[config.mk]
export PLATFORM = sky130hd
export DESIGN_NAME = video_zone_stats
export DESIGN_NICKNAME = d
export VERILOG_FILES = /design/src/rtl/video_pkg.sv /design/src/rtl/rgb2luma_pipe.sv /design/src/rtl/video_zone_stats.sv
export SDC_FILE = /design/constraint.sdc
export NUM_CORES = 1
export LEC_CHECK = 0
export ABC_AREA = 1
export CAP_MARGIN = 20
export CORE_ASPECT_RATIO = 1.5
export CORE_MARGIN = 2
export CORE_UTILIZATION = 50
export CTS_CLUSTER_SIZE = 20
export DETAILED_ROUTE_END_ITERATION = 8
export GPL_ROUTABILITY_DRIVEN = 0
export GPL_TIMING_DRIVEN = 0
export PLACE_DENSITY_LB_ADDON = 0.05
export RECOVER_POWER = 25
export SLEW_MARGIN = 20
export SYNTH_ARGS = -nofsm -noshare
export SYNTH_HDL_FRONTEND = slang
export SYNTH_SLANG_ARGS = --single-unit
[constraint.sdc]
create_clock -name I_pix_clk -period 42.9 [get_ports I_pix_clk]
set_input_delay 8.58 -clock I_pix_clk [delete_from_list [all_inputs] [get_ports I_pix_clk]]
set_output_delay 8.58 -clock I_pix_clk [all_outputs]
set_load 0.01 [all_outputs]
[src/rtl/video_pkg.sv]
// Shared definitions for the video zone statistics block:
// colour width, BT.601-style luma coefficients and frame FSM states.
package video_pkg;

    localparam int COLOR_W = 8;

    // Y = (77*R + 150*G + 29*B) >> 8, coefficients sum to 256
    localparam int LUMA_R = 77;
    localparam int LUMA_G = 150;
    localparam int LUMA_B = 29;

    typedef enum logic [1:0] {
        IDLE,
        ARMED,
        RUN
    } state_t;

endpackage

[src/rtl/rgb2luma_pipe.sv]
// Two-stage RGB888 to 8-bit luma pipeline with matching VS/DE delay.
// Ports: clk_i/rst_i (async, active-high), vs_i/de_i/r_i/g_i/b_i in,
// y_o/vs_o/de_o out, all delayed by exactly two clocks.
module rgb2luma_pipe
    import video_pkg::*;
(
    input  logic               clk_i,
    input  logic               rst_i,
    input  logic               vs_i,
    input  logic               de_i,
    input  logic [COLOR_W-1:0] r_i,
    input  logic [COLOR_W-1:0] g_i,
    input  logic [COLOR_W-1:0] b_i,
    output logic [COLOR_W-1:0] y_o,
    output logic               vs_o,
    output logic               de_o
);

    localparam int PW = 2 * COLOR_W;

    logic [PW-1:0]      pr_q;
    logic [PW-1:0]      pg_q;
    logic [PW-1:0]      pb_q;
    logic               vs1_q;
    logic               de1_q;
    logic [COLOR_W-1:0] y_q;
    logic               vs2_q;
    logic               de2_q;
    logic [PW-1:0]      sum;

    // Max weighted sum is 255*256 = 65280, so PW bits never overflow
    assign sum = pr_q + pg_q + pb_q;

    always_ff @(posedge clk_i or posedge rst_i) begin
        if (rst_i) begin
            pr_q  <= '0;
            pg_q  <= '0;
            pb_q  <= '0;
            vs1_q <= 1'b0;
            de1_q <= 1'b0;
            y_q   <= '0;
            vs2_q <= 1'b0;
            de2_q <= 1'b0;
        end else begin
            pr_q  <= PW'(r_i) * PW'(LUMA_R);
            pg_q  <= PW'(g_i) * PW'(LUMA_G);
            pb_q  <= PW'(b_i) * PW'(LUMA_B);
            vs1_q <= vs_i;
            de1_q <= de_i;
            y_q   <= COLOR_W'(sum >> COLOR_W);
            vs2_q <= vs1_q;
            de2_q <= de1_q;
        end
    end

    assign y_o  = y_q;
    assign vs_o = vs2_q;
    assign de_o = de2_q;

endmodule

[src/rtl/video_zone_stats.sv]
// Per-frame zone brightness (peak or mean luma) for MiniLED local dimming.
// Ports: I_pix_clk, I_rst (async high), I_vs/I_hs/I_de, I_data_r/g/b,
// I_mode (0 peak, 1 mean); O_zone_flat (zone 0 in [7:0]), O_frame_done, O_line_err.
module video_zone_stats
    import video_pkg::*;
#(
    parameter int H_ACTIVE  = 1024,
    parameter int ZONES     = 7,
    parameter int ZONE_W    = 146,
    parameter int ACC_W     = 32,
    parameter int AVG_SHIFT = 17,
    parameter bit VS_POL    = 1'b1
) (
    input  logic                     I_pix_clk,
    input  logic                     I_rst,
    input  logic                     I_vs,
    input  logic                     I_hs,
    input  logic                     I_de,
    input  logic [COLOR_W-1:0]       I_data_r,
    input  logic [COLOR_W-1:0]       I_data_g,
    input  logic [COLOR_W-1:0]       I_data_b,
    input  logic                     I_mode,
    output logic [ZONES*COLOR_W-1:0] O_zone_flat,
    output logic                     O_frame_done,
    output logic                     O_line_err
);

    localparam int XW = $clog2(H_ACTIVE + 1) + 1;
    localparam int ZW = $clog2(ZONE_W + 1);
    localparam int IW = (ZONES > 1) ? $clog2(ZONES) : 1;

    logic               unused_hs;
    logic [COLOR_W-1:0] y_d2;
    logic               vs_d2;
    logic               de_d2;

    assign unused_hs = I_hs;

    rgb2luma_pipe u_luma (
        .clk_i (I_pix_clk),
        .rst_i (I_rst),
        .vs_i  (I_vs),
        .de_i  (I_de),
        .r_i   (I_data_r),
        .g_i   (I_data_g),
        .b_i   (I_data_b),
        .y_o   (y_d2),
        .vs_o  (vs_d2),
        .de_o  (de_d2)
    );

    state_t             state_q, state_d;
    logic               vs_prev_q;
    logic               de_prev_q;
    logic [XW-1:0]      x_cnt_q, x_cnt_d;
    logic [ZW-1:0]      zcnt_q, zcnt_d;
    logic [IW-1:0]      zidx_q, zidx_d;
    logic               sticky_q, sticky_d;
    logic               mode_lat_q, mode_lat_d;
    logic [COLOR_W-1:0] zmax_q [ZONES];
    logic [COLOR_W-1:0] zmax_d [ZONES];
    logic [ACC_W-1:0]   zsum_q [ZONES];
    logic [ACC_W-1:0]   zsum_d [ZONES];
    logic [COLOR_W-1:0] zmean  [ZONES];
    logic [COLOR_W-1:0] res_q  [ZONES];
    logic               lerr_lat_q;
    logic               upd_q;
    logic [ZONES*COLOR_W-1:0] flat_q;
    logic               done_q;
    logic               lerr_q;

    logic               vs_act;
    logic               vs_edge;
    logic               de_fall;
    logic               bad_line;
    logic               arm;
    logic               fend;
    logic               clr;
    logic [ACC_W:0]     sum_ext;

    assign vs_act   = (vs_d2 == VS_POL);
    assign vs_edge  = vs_act & ~vs_prev_q;
    assign de_fall  = de_prev_q & ~de_d2;
    assign bad_line = de_fall & (x_cnt_q != XW'(H_ACTIVE));
    assign clr      = arm | fend;

    // Frame FSM: the first VS edge after reset only arms (partial frame
    // discarded); every later edge closes a frame.
    always_ff @(posedge I_pix_clk or posedge I_rst) begin
        if (I_rst) state_q <= IDLE;
        else       state_q <= state_d;
    end

    always_comb begin
        state_d = state_q;
        arm     = 1'b0;
        fend    = 1'b0;
        unique case (state_q)
            IDLE: begin
                if (vs_edge) begin
                    state_d = ARMED;
                    arm     = 1'b1;
                end
            end
            ARMED, RUN: begin
                if (vs_edge) begin
                    state_d = RUN;
                    fend    = 1'b1;
                end
            end
            default: state_d = IDLE;
        endcase
    end

    for (genvar k = 0; k < ZONES; k++) begin : g_mean
        logic [ACC_W-1:0] sh;
        assign sh       = zsum_q[k] >> AVG_SHIFT;
        assign zmean[k] = (sh > ACC_W'(255)) ? '1 : sh[COLOR_W-1:0];
    end

    // Counting and accumulation. The clear is applied first so a pixel
    // coinciding with the frame edge lands in the new frame.
    always_comb begin
        x_cnt_d    = x_cnt_q;
        zcnt_d     = zcnt_q;
        zidx_d     = zidx_q;
        zmax_d     = zmax_q;
        zsum_d     = zsum_q;
        sum_ext    = '0;
        sticky_d   = clr ? 1'b0 : (sticky_q | bad_line);
        mode_lat_d = clr ? I_mode : mode_lat_q;

        if (clr) begin
            for (int k = 0; k < ZONES; k++) begin
                zmax_d[k] = '0;
                zsum_d[k] = '0;
            end
        end

        if (de_fall) begin
            x_cnt_d = '0;
            zcnt_d  = '0;
            zidx_d  = '0;
        end

        if (de_d2) begin
            if (x_cnt_q != '1) x_cnt_d = x_cnt_q + XW'(1);
            if (y_d2 > zmax_d[zidx_q]) zmax_d[zidx_q] = y_d2;
            sum_ext = {1'b0, zsum_d[zidx_q]} + (ACC_W + 1)'(y_d2);
            zsum_d[zidx_q] = sum_ext[ACC_W] ? '1 : sum_ext[ACC_W-1:0];
            // Last zone holds its index and absorbs the line remainder
            if (zidx_q != IW'(ZONES - 1)) begin
                if (zcnt_q == ZW'(ZONE_W - 1)) begin
                    zidx_d = zidx_q + IW'(1);
                    zcnt_d = '0;
                end else begin
                    zcnt_d = zcnt_q + ZW'(1);
                end
            end
        end
    end

    always_ff @(posedge I_pix_clk or posedge I_rst) begin
        if (I_rst) begin
            vs_prev_q  <= 1'b0;
            de_prev_q  <= 1'b0;
            x_cnt_q    <= '0;
            zcnt_q     <= '0;
            zidx_q     <= '0;
            sticky_q   <= 1'b0;
            mode_lat_q <= 1'b0;
            lerr_lat_q <= 1'b0;
            upd_q      <= 1'b0;
            flat_q     <= '0;
            done_q     <= 1'b0;
            lerr_q     <= 1'b0;
            for (int k = 0; k < ZONES; k++) begin
                zmax_q[k] <= '0;
                zsum_q[k] <= '0;
                res_q[k]  <= '0;
            end
        end else begin
            vs_prev_q  <= vs_act;
            de_prev_q  <= de_d2;
            x_cnt_q    <= x_cnt_d;
            zcnt_q     <= zcnt_d;
            zidx_q     <= zidx_d;
            sticky_q   <= sticky_d;
            mode_lat_q <= mode_lat_d;
            zmax_q     <= zmax_d;
            zsum_q     <= zsum_d;
            upd_q      <= fend;
            done_q     <= upd_q;
            if (fend) begin
                lerr_lat_q <= sticky_q | bad_line;
                for (int k = 0; k < ZONES; k++) begin
                    res_q[k] <= mode_lat_q ? zmean[k] : zmax_q[k];
                end
            end
            if (upd_q) begin
                lerr_q <= lerr_lat_q;
                for (int k = 0; k < ZONES; k++) begin
                    flat_q[k*COLOR_W +: COLOR_W] <= res_q[k];
                end
            end
        end
    end

    assign O_zone_flat  = flat_q;
    assign O_frame_done = done_q;
    assign O_line_err   = lerr_q;

endmodule

# == Word-level counts from Yosys, hierarchy flattened ==
# Cells that the tools add are included.
# totals
register_bits,480
latch_bits,0
ram_bits,0
romBits,0
in_bits,30
elab_cells,131
memories,0
# classes
add_sub_neg,6
n_mul,3
div,0
n_lt_le_gt_ge,10
eq_ne,8
n_shift,0
mux,50
bitwise_logic,8
n_reduce_logical,4
# op_table
op,count
$mux W224,2
$bwmux W224,1
$mux W56,3
$mux W8,21
$mux W32,4
$gt A15 B8 Y1 const B,7
$bmux W32 S3,1
$demux W32 S3,1
$bwmux W56,1
$mux W12,3
$add A32 B8 Y33,1
$mul A8 B7 Y15 const B,2
$bmux W8 S3,1
$demux W8 S3,1
$add A15 B16 Y16,1
$add A16 B13 Y16,1
$mul A8 B5 Y13 const B,1
$add A12 B1 Y12 const B,1
$mux W3,4
$ne A12 B11 Y1 const B,1
$ne A12 B12 Y1 const B,1
$add A8 B1 Y8 const B,1
$eq A8 B8 Y1 const B,1
$gt A8 B8 Y1,1
other kinds (18),27

# == Depth between registers and ports, before layout ==
# Gate-level depths: netlist of run 1.
# logic_depth
word_depth,13
depth_mapped,31
depth_no_buf,25

# == Modules after synthesis ==
# From an unflattened synthesis of run 1, not the netlist that was laid out.
# hier_totals
cells_unflattened,3349
area_unflattened_um2,27388.8
# modules_own_cells
mod,n_inst,cells_per_inst,area_each_um2,seq_area_each_um2
video_zone_stats,1,2697,21876.0,10635.2
rgb2luma_pipe,1,652,5512.8,1376.3

# == Least setup slack after synthesis of run 1 ==
# No wires, ideal clock.
# synth_path
kind,input to register
from,in I_data_r[4]
to,reg u_luma.pr_q[14]
setup_time_ns,0.124
arrival_time_ns,11.443
t_required_ns,42.776
slack_ns,31.333
cell_stages,16
path_buffers,0
path_cell_list,ha_1 -> ha_1 -> inv_1 -> fa_1 -> fa_1 -> inv_1 -> ha_1 -> a21oi_1 -> o21ai_0 -> a21o_1 -> a21oi_1 -> o21ai_0 -> nand2_1 -> inv_1 -> nor2_1 -> o21bai_1
# synth_via
elab_chain_len,1
# synth_lines
item,line_no,source
from (decl),video_zone_stats.sv:19,"input logic [COLOR_W-1:0] I_data_r,"
$mul A8 B7 Y15,rgb2luma_pipe.sv:45,pr_q <= PW'(r_i) * PW'(LUMA_R);
to (signal assigned),rgb2luma_pipe.sv:45,
to (decl),rgb2luma_pipe.sv:21,logic [PW-1:0] pr_q;
# No other way between the ends.
# A chain may end at the register's enable or synchronous reset.

# == Worst setup path in the final report of run 1 ==
# layout_path
from,in I_data_g[5]
to,reg u_luma.pg_q[14]
# layout_via
elab_chain_len,1
# layout_lines
item,line_no,source
from (decl),video_zone_stats.sv:20,"input logic [COLOR_W-1:0] I_data_g,"
$mul A8 B7 Y15,rgb2luma_pipe.sv:46,pg_q <= PW'(g_i) * PW'(LUMA_G);
to (signal assigned),rgb2luma_pipe.sv:46,
to (decl),rgb2luma_pipe.sv:22,logic [PW-1:0] pg_q;
# No other way between the ends.

==> results.ini, run 1 <==
[status]
status=completed

[floorplanning]
row_count=103
die_h_um=286
dieArea_mm2=0.0548
start_util_pct=50.5
coreArea_mm2=0.0525
io_pins=88
fp.dieW_um=192

[layout]
fillers=4815
drive_gt1_share_pct=6.76
layout_commonest_cell=nand2_1
layout_common_cells=nand2_1, dfrtp_1, inv_1
antennaDiodeCount=0
area_growth_pct=12.9
final_nets=3511

[clocking]
cts.path.max_buffers=3
cts.sinks=480
cts_htree_levels=2
clock_latency_ps=600
cts_tree=done
numCtsBuffers=48
cts_setup_buffers=0
cts-resized-gates=0
cts_root_buf=clkbuf_16
path_clk_slew_ps=70
cts_hold_buf=0

[power]
ir_drop_mv=0.0322
intPower_mw=1.05
p_per_area_mw_per_mm2=55.5
switching_power_mw=0.612
sw_frac_of_total_pct=36.9
p_clk_share_pct=28.6
seqPwrFrac_pct=35.9
leakage_nw=14.9
combPwrFrac_pct=35.5

[setup_path]
r2r_cells=25
critical_path.max_fanout=4
r2r-start=state_q[0]$_DFFE_PP0P_
path_class=in -> reg
regToRegSetupSlack_ps=34110
critPathLaunchType=primary input
worst_setup_path_end_kind=flip-flop
timing.rr.end=zsum_q[199]$_DFF_PP0_
worstPathRequired_ps=43410
arrival_ps=12260

[job]
cap_violations=0

[worst_hold_path]
hp-class=reg -> reg
min_from=u_luma.de1_q$_DFF_PP0_
hold_end=u_luma.de_o$_DFF_PP0_
hold_depth=0

[yosys]
yosysUniqueCellTypes=55
synth.top_cell.area_share_pct=45.4
synth_flop_cell=dfrtp_1
synth_edf_count=0
synth_cells=3165
ys_top_cells_by_area=dfrtp_1, nand2_1, ha_1
avgSynthCellArea_um2=8.36
syn_nets=3370
syn-cell-area_mm2=0.0265
ys_seq_elements=480
yosys.area.top_type=dfrtp_1
async_reset_ff_share_pct=100
ys_seq_area_share_pct=45.4
yosysWarnings=0

[routing]
drc=0
drt_iter0_markers=2004
num_vias=23300
routed_wl_um=90800
postRouteAntennaNets=0
wire_per_inst_um=22.6
viasPerCell=5.79
firstDrtPassIters=7

[timing]
rsz0062_at_grt=false
worst_slack_ps=31160
drv_slew=0
worstMarginPinSlew_ps=1150
period_share_pct=27.4
finalSetupTns_ps=0
fmax_mhz=85.2
finalSetupViolCount=0
clock_skew_ps=32.0
finalHoldViolCount=0
slew_headroom_pct=22.2
period_needed_ps=11740

[grt]
grt_pass1_vias=23500
grt_usage_pct=33.8
antenna_found_initial=1
grt_max_degree=109
grt_overflow=0
grt_pass1_wl_um=139000

[placed_design]
io_buffers=86
place_hpwl_um=68900
place_worst_setup_slack_ps=30520

## routing by layer
layer | GRT usage [%] | wire length (um) | up-vias | part of all wire (%)
li1 | - | - | 10600 | -
met4 | 28.4 | 9170 | 2 | 10
met1 | 36.9 | 31400 | 11100 | 35
met5 | 0 | 13 | - | 0.014
met2 | 57.2 | 44100 | 1146 | 49
met3 | 5.26 | 6220 | 420 | 6.8
## cell usage after synthesis (all sizes together) (2+ instances only)
library cell     n
nor4            17
o21ai          183
a21oi           99
a21o             9
fa              39
clkinv           3
inv            249
o221ai          59
nor2           202
a221oi           4
a31oi            8
clkbuf          87
nand2         1111
nor3b            2
mux2            50
or2              2
xnor2           16
a2111oi          8
nand3          222
nor3            13
ha             136
dfrtp          480
xor2            32
o22ai           23
a22o             4
a21boi           2
nand4           16
and3             2
or3              2
o21bai           4
a211oi           8
buf             62
## cell type report
class	instances	area, um^2	area share (%)
clock inverters	27	419	1.40
inverters	252	953	3.19
multi-input cells	2284	12600	42.2
well taps	682	853	2.85
flip-flops and latches	480	12000	40.2
plain buffers	149	691	2.31
clock buffers	61	1350	4.53
repair buffers	91	998	3.34
## state kept, by name, summed over array words and instances (netlist names), 13 cells and up
signal and count:
O_zone_flat 56, zsum_q 119, zmax_q 56, res_q 56, u_luma.pg_q 15, u_luma.pb_q 13, g_mean.sh 105, u_luma.pr_q 15
## worst max path at each step
stage / from / end / depth (start not counted)
4_1_cts: I_data_g[3] / u_luma.pg_q[14]$_DFF_PP0_ / 15
5_1_grt: I_data_g[5] / u_luma.pg_q[14]$_DFF_PP0_ / 15
3_5_place_dp: I_data_g[3] / u_luma.pg_q[14]$_DFF_PP0_ / 15
2_1_floorplan: I_rst / O_frame_done$_DFF_PP0_ / 1
3_3_place_gp: I_rst / zsum_q[110]$_DFF_PP0_ / 2
6_report: I_data_g[5] / u_luma.pg_q[14]$_DFF_PP0_ / 15
## power groups by stage
stage | combinational [mW] | clock, mW | sequential, mW
finish | 0.588 | 0.474 | 0.595
global route | 0.650 | 0.496 | 0.602
CTS | 0.601 | 0.478 | 0.594
detailed placement | 0.598 | 0 | 0.603
global placement | 0.581 | 0 | 0.602
floorplan | 0.387 | 0 | 0.589
## worst max-delay path: stages
cell and delay [ps]:
clkdlybuf4s50_1 580, ha_1 270, ha_1 280, ha_1 280, inv_1 50, fa_1 490
inv_1 40, ha_1 340, a21oi_1 140, a21boi_0 270, o21ai_0 180, a21boi_0 310
o21bai_1 110, a21oi_1 160, xor2_1 150
## stage by stage
| step | instances | cell area, um^2 | total power [mW] | hold WS (ps) | util, % |
|---|---|---|---|---|---|
| floorplan | 3165 | 26500 | 0.976 | 331 | - |
| global placement | 3933 | 28200 | 1.18 | 338 | 53.7 |
| detailed placement | 3938 | 28300 | 1.20 | 336 | 54.0 |
| CTS | 4026 | 30100 | 1.67 | 355 | 57.4 |
| global route | 4026 | 29900 | 1.75 | 369 | 57.0 |
| finish | 4026 | 29900 | 1.66 | 354 | 57.0 |
## logic make-up after synthesis
kind of cell / Yosys count / synth area share [%]
flip-flops: 480 / 45.4
AND/OR/NAND/NOR: 1594 / 25.7
AO/OA/AOI/OAI: 417 / 9.42
XOR/XNOR: 48 / 1.62
multiplexers: 50 / 2.13
buffers and inverters: 401 / 6.41
adder cells (fa/ha/maj): 175 / 9.38
Power figures use the tool's default switching activity.
==> run 2, diff against run 1 <==
==> constraint.sdc (replaced) <==
create_clock -name I_pix_clk -period 11.4 [get_ports I_pix_clk]
set_input_delay 2.28 -clock I_pix_clk [delete_from_list [all_inputs] [get_ports I_pix_clk]]
set_output_delay 2.28 -clock I_pix_clk [all_outputs]
set_load 0.01 [all_outputs]
==> run 2 against run 1 <==
Net effect:
- the run now ends with capacitance limit, slew limit left
- non-clock buffer count up 11
- register-to-register slack got worse by 29000 ps
- global-route usage up 0.49 points
- clock skew shrank 5.6 ps
- wire length grew 1.7%
- highest routed layer unchanged
==> results.ini, run 2 (same netlist as run 1, synthesis figures left out) <==
[setup_path]
worst_setup_path_end_kind=flip-flop
r2r_cells=27
r2r-start=state_q[0]$_DFFE_PP0P_
arrival_ps=6840
path_class=reg -> reg
regToRegSetupSlack_ps=5000
timing.rr.end=zsum_q[45]$_DFF_PP0_
slowest_delay_ps=990
critPathLaunchType=flip-flop
cp_top_family=simple AND/OR/NAND/NOR gates
timing.critical_path.buf_inv=7
cp.depth=27
critical_path.max_fanout=10
cp_common_cell=nand2_1
cp_slowest_cell=a2111oi_0
worstPathRequired_ps=11840

[floorplanning]
die_h_um=286
dieArea_mm2=0.0548
io_pins=88
row_count=103
fp.dieW_um=192
coreArea_mm2=0.0525
start_util_pct=50.5

[layout]
top_register=zsum_q
largest_register_ffs=119
design_area_mm2=0.0300
area_growth_pct=13.5
layout_commonest_cell=nand2_1
layout_common_cells=nand2_1, dfrtp_1, inv_1
final_nets=3522
fin_util_pct=57.3
antennaDiodeCount=0
drive_gt1_share_pct=7.58
fillers=4854

[timing]
clock_skew_ps=26.4
finalSetupViolCount=0
period_share_pct=56.1
period_needed_ps=6400
drv_slew=113
hold_ws_ps=356
fmax_mhz=156
slew_headroom_pct=-27.6
finalHoldViolCount=0
rsz0062_at_grt=false
worstMarginPinSlew_ps=1910

[clocking]
cts-resized-gates=0
cts_root_buf=clkbuf_16
cts.path.max_buffers=3
cts_setup_buffers=0
numCtsBuffers=48
cts_htree_levels=2
cts_hold_buf=0
path_clk_slew_ps=60
cts.sinks=480
clock_latency_ps=610
cts_tree=done

[routing]
routed_wl_um=92300
wire_per_inst_um=22.9
num_vias=23500
drt_iter0_markers=2234
viasPerCell=5.83
firstDrtPassIters=9
postRouteAntennaNets=0
drc=0

[placed_design]
place_hpwl_um=69800
dpl-instance-area_mm2=0.0285
io_buffers=86

[power]
switching_power_mw=2.35
sw_frac_of_total_pct=37.9
ir_drop_mv=0.154
intPower_mw=3.86
combPwrFrac_pct=37.0
leakage_nw=15.0
p_per_area_mw_per_mm2=207
seqPwrFrac_pct=36.2
p_clk_share_pct=26.9

[worst_hold_path]
hold_end=u_luma.vs_o$_DFF_PP0_
hold_depth=0
hp-class=reg -> reg
min_from=u_luma.vs1_q$_DFF_PP0_

[grt]
antenna_found_initial=1
grt_overflow=0
grt_max_degree=37
grt_pass1_wl_um=140000
grt_usage_pct=34.3
grt_pass1_vias=23400

[status]
violations=capacitance limit, slew limit
status=finished with violations

[job]
cap_violations=4

## run 2: cell count changes in the layout (fill, tap and decap cells not counted), sizes merged
cell	previous run	this run
buf	54	71
bufinv	10	5
clkbuf	161	159
clkdlybuf4s50	86	78
clkinv	14	13
clkinvlp	6	4
dlygate4sd3	0	8
## run 2: final cells by class
cell class                 count  area (um^2)  share of cell area (%)
clock buffer                  65         1370                    4.55
multi-input combinational   2284        12800                    42.5
tap                          682          853                    2.84
sequential                   480        12000                    40.0
inverter                     252          947                    3.15
clock inverter                19          246                   0.820
buffer                       149          737                    2.45
timing repair buffer         102         1120                    3.74
## run 2: metrics by stage
step	TNS [ps]	instances	setup WS [ps]	total power, mW
3_5_place_dp	0	3949	5280	4.54
3_3_place_gp	-168180	3933	-389	4.46
5_1_grt	0	4033	4690	6.53
2_1_floorplan	0	3165	2620	3.67
4_1_cts	0	4033	5240	6.20
6_report	0	4033	5000	6.21
## run 2: worst max-delay path by stage
stage | to | from | slack (ps)
global route | g_mean[0].sh[6]$_DFF_PP0_ | state_q[0]$_DFFE_PP0P_ | 4690
floorplan | O_frame_done$_DFF_PP0_ | I_rst | 2620
finish | zsum_q[45]$_DFF_PP0_ | state_q[0]$_DFFE_PP0P_ | 5000
detailed placement | g_mean[3].sh[6]$_DFF_PP0_ | state_q[0]$_DFFE_PP0P_ | 5280
global placement | zsum_q[109]$_DFF_PP0_ | I_rst | -390
CTS | zsum_q[45]$_DFF_PP0_ | state_q[0]$_DFFE_PP0P_ | 5240
## run 2: per-layer routing
metal / vias up / global-route usage [%] / routed length (um)
met1: 11200 / 38.3 / 31400
met3: 422 / 5.28 / 7260
li1: 10700 / - / -
met5: - / 0 / 9
met2: 1212 / 57.3 / 44400
met4: 2 / 28.4 / 9290
## run 2: power groups by stage
stage	Sequential (mW)	Clock (mW)	Combinational, mW
3_5_place_dp	2.27	0	2.27
4_1_cts	2.24	1.69	2.28
2_1_floorplan	2.22	0	1.46
3_3_place_gp	2.27	0	2.19
6_report	2.25	1.67	2.29
5_1_grt	2.27	1.75	2.52
==> run 3, diff against run 2 <==
==> constraint.sdc (replaced) <==
create_clock -name I_pix_clk -period 5.19 [get_ports I_pix_clk]
set_input_delay 1.038 -clock I_pix_clk [delete_from_list [all_inputs] [get_ports I_pix_clk]]
set_output_delay 1.038 -clock I_pix_clk [all_outputs]
set_load 0.01 [all_outputs]
==> run 3 against run 2 <==
Net effect:
- hold slack barely moved
- critical endpoint is now zsum_q[170]$_DFF_PP0_
- first-iteration DRC count grew 2.4%
- power increased by 120%
- largest power group unchanged
- largest cell class unchanged
- the flow still finishes with violations (capacitance limit, slew limit)
==> results.ini, run 3 (same netlist as run 1, synthesis figures left out) <==
[timing]
clock_skew_ps=27.4
worstMarginPinSlew_ps=1930
slew_headroom_pct=-28.7
finalSetupViolCount=0
finalHoldViolCount=0
period_needed_ps=4990
drv_slew=223
fmax_mhz=201
rsz0062_at_grt=false
period_share_pct=96.1

[power]
combPwrFrac_pct=37.1
intPower_mw=8.49
p_per_area_mw_per_mm2=455
switching_power_mw=5.18
p_clk_share_pct=26.8
sw_frac_of_total_pct=37.9
power_mw=13.7
seqPwrFrac_pct=36.1
leakage_nw=15.0
ir_drop_mv=0.338

[grt]
antenna_found_initial=1
grt_pass1_vias=23400
grt_usage_pct=34.3
grt_pass1_wl_um=140000
grt_max_degree=37
grt_overflow=0

[setup_path]
worst_setup_path_end_kind=flip-flop
critPathLaunchType=flip-flop
arrival_ps=5410
worstPathRequired_ps=5610
critical_path.max_fanout=10
path_class=reg -> reg

[clocking]
path_clk_slew_ps=60
cts_htree_levels=2
numCtsBuffers=48
clock_latency_ps=610
cts.path.max_buffers=3
cts_tree=done
cts_hold_buf=0
cts_root_buf=clkbuf_16
cts.sinks=480

[layout]
largest_register_ffs=119
instances_no_fill=4031
layout_common_cells=nand2_1, dfrtp_1, inv_1
layout_commonest_cell=nand2_1
drive_gt1_share_pct=7.94
antennaDiodeCount=0
top_register=zsum_q
final_nets=3520
area_growth_pct=13.6

[routing]
postRouteAntennaNets=0
drt_iter0_markers=2287
drc=0
firstDrtPassIters=8
viasPerCell=5.81
routed_wl_um=92200
wire_per_inst_um=22.9
num_vias=23400

[floorplanning]
start_util_pct=50.5
die_h_um=286
fp.dieW_um=192
io_pins=88
dieArea_mm2=0.0548
coreArea_mm2=0.0525
row_count=103

[worst_hold_path]
hp-class=reg -> reg

[status]
violations=capacitance limit, slew limit
status=finished with violations

[placed_design]
place_hpwl_um=69800
dp_cells=3949
io_buffers=86

[job]
cap_violations=7

[run 3: cell count changes in the layout (fill, tap and decap cells not counted), moves of 2 or more]
cell,change
nor2_1,-2
buf_4,+6
buf_2,-6
nor3_1,-2
a2111oi_0,-3
buf_12,-4
clkbuf_2,+3
clkbuf_1,-2
a2111oi_2,+2
clkbuf_4,+2
a2111oi_4,+2
[run 3: timing repair]
action                     CTS  global route
gates resized for setup     26             4
setup endpoints to repair  224           216
setup buffers                0             0
cloned                       0             0
[run 3: power groups by stage]
stage	Sequential [mW]	Clock, mW	Combinational, mW
floorplan	4.87	0	3.20
global placement	4.98	0	4.81
detailed placement	4.99	0	4.98
CTS	4.93	3.70	5.03
global route	4.98	3.84	5.56
finish	4.93	3.67	5.07
[run 3: critical path, cell delays in order (launching register included)]
cell and delay (ps):
dfrtp_1 480, nand2_1 190, inv_1 280, buf_1 580, buf_1 560, o21ai_0 250
nand3_1 140, nor2_1 60, ha_1 350, a21o_1 200, a31oi_1 270, inv_1 120
a21oi_2 240, inv_1 170, nand2_1 140, inv_2 60, nand2_4 110, buf_6 240
nand3_4 140, nand2_1 80, o21ai_0 120
[run 3: worst paths after layout]
| path | from | to | slack [ps] | cells past startpoint |
|---|---|---|---|---|
| worst max-delay path | zidx_q[2]$_DFF_PP0_ | zsum_q[170]$_DFF_PP0_ | 200 | 20 |
| worst min-delay path | u_luma.vs1_q$_DFF_PP0_ | u_luma.vs_o$_DFF_PP0_ | 360 | 0 |
| worst max register to register | zidx_q[2]$_DFF_PP0_ | zsum_q[170]$_DFF_PP0_ | 200 | 20 |
| worst min register to register | u_luma.vs1_q$_DFF_PP0_ | u_luma.vs_o$_DFF_PP0_ | 360 | 0 |
| max in group asynchronous | I_rst | zsum_q[108]$_DFF_PP0_ | 830 | 6 |
| min in group asynchronous | I_rst | sticky_q$_DFF_PP0_ | 1020 | 2 |
[run 3: area by class of cell]
| cell class | count | area (um^2) |
|---|---|---|
| inverter | 252 | 947 |
| fill | 4853 | 22400 |
| clock inverter | 19 | 246 |
| sequential | 480 | 12000 |
| clock buffer | 65 | 1370 |
| multi-input combinational | 2284 | 12800 |
| timing repair buffer | 102 | 1030 |
| buffer | 147 | 767 |
| tap | 682 | 853 |
[run 3: metrics by stage]
stage / hold slack (ps) / util (%) / setup slack, ps / cell area [um^2] / TNS (ps)
after floorplan: 331 / - / -2350 / 26500 / -1129310
after global placement: 336 / 53.7 / -5360 / 28200 / -2736840
after detailed placement: 342 / 54.4 / -930 / 28500 / -156950
after CTS: 362 / 57.6 / 94.1 / 30200 / 0
after global routing: 364 / 57.3 / 7.19 / 30100 / 0
final: 355 / 57.3 / 204 / 30100 / 0
[run 3: routing by layer]
metal / vias up / global-route usage, % / wire length (um)
li1: 10600 / - / -
met1: 11100 / 38.3 / 31700
met2: 1218 / 57.8 / 44600
met3: 441 / 5.17 / 6820
met4: 2 / 27.4 / 9110
met5: - / 0 / 11
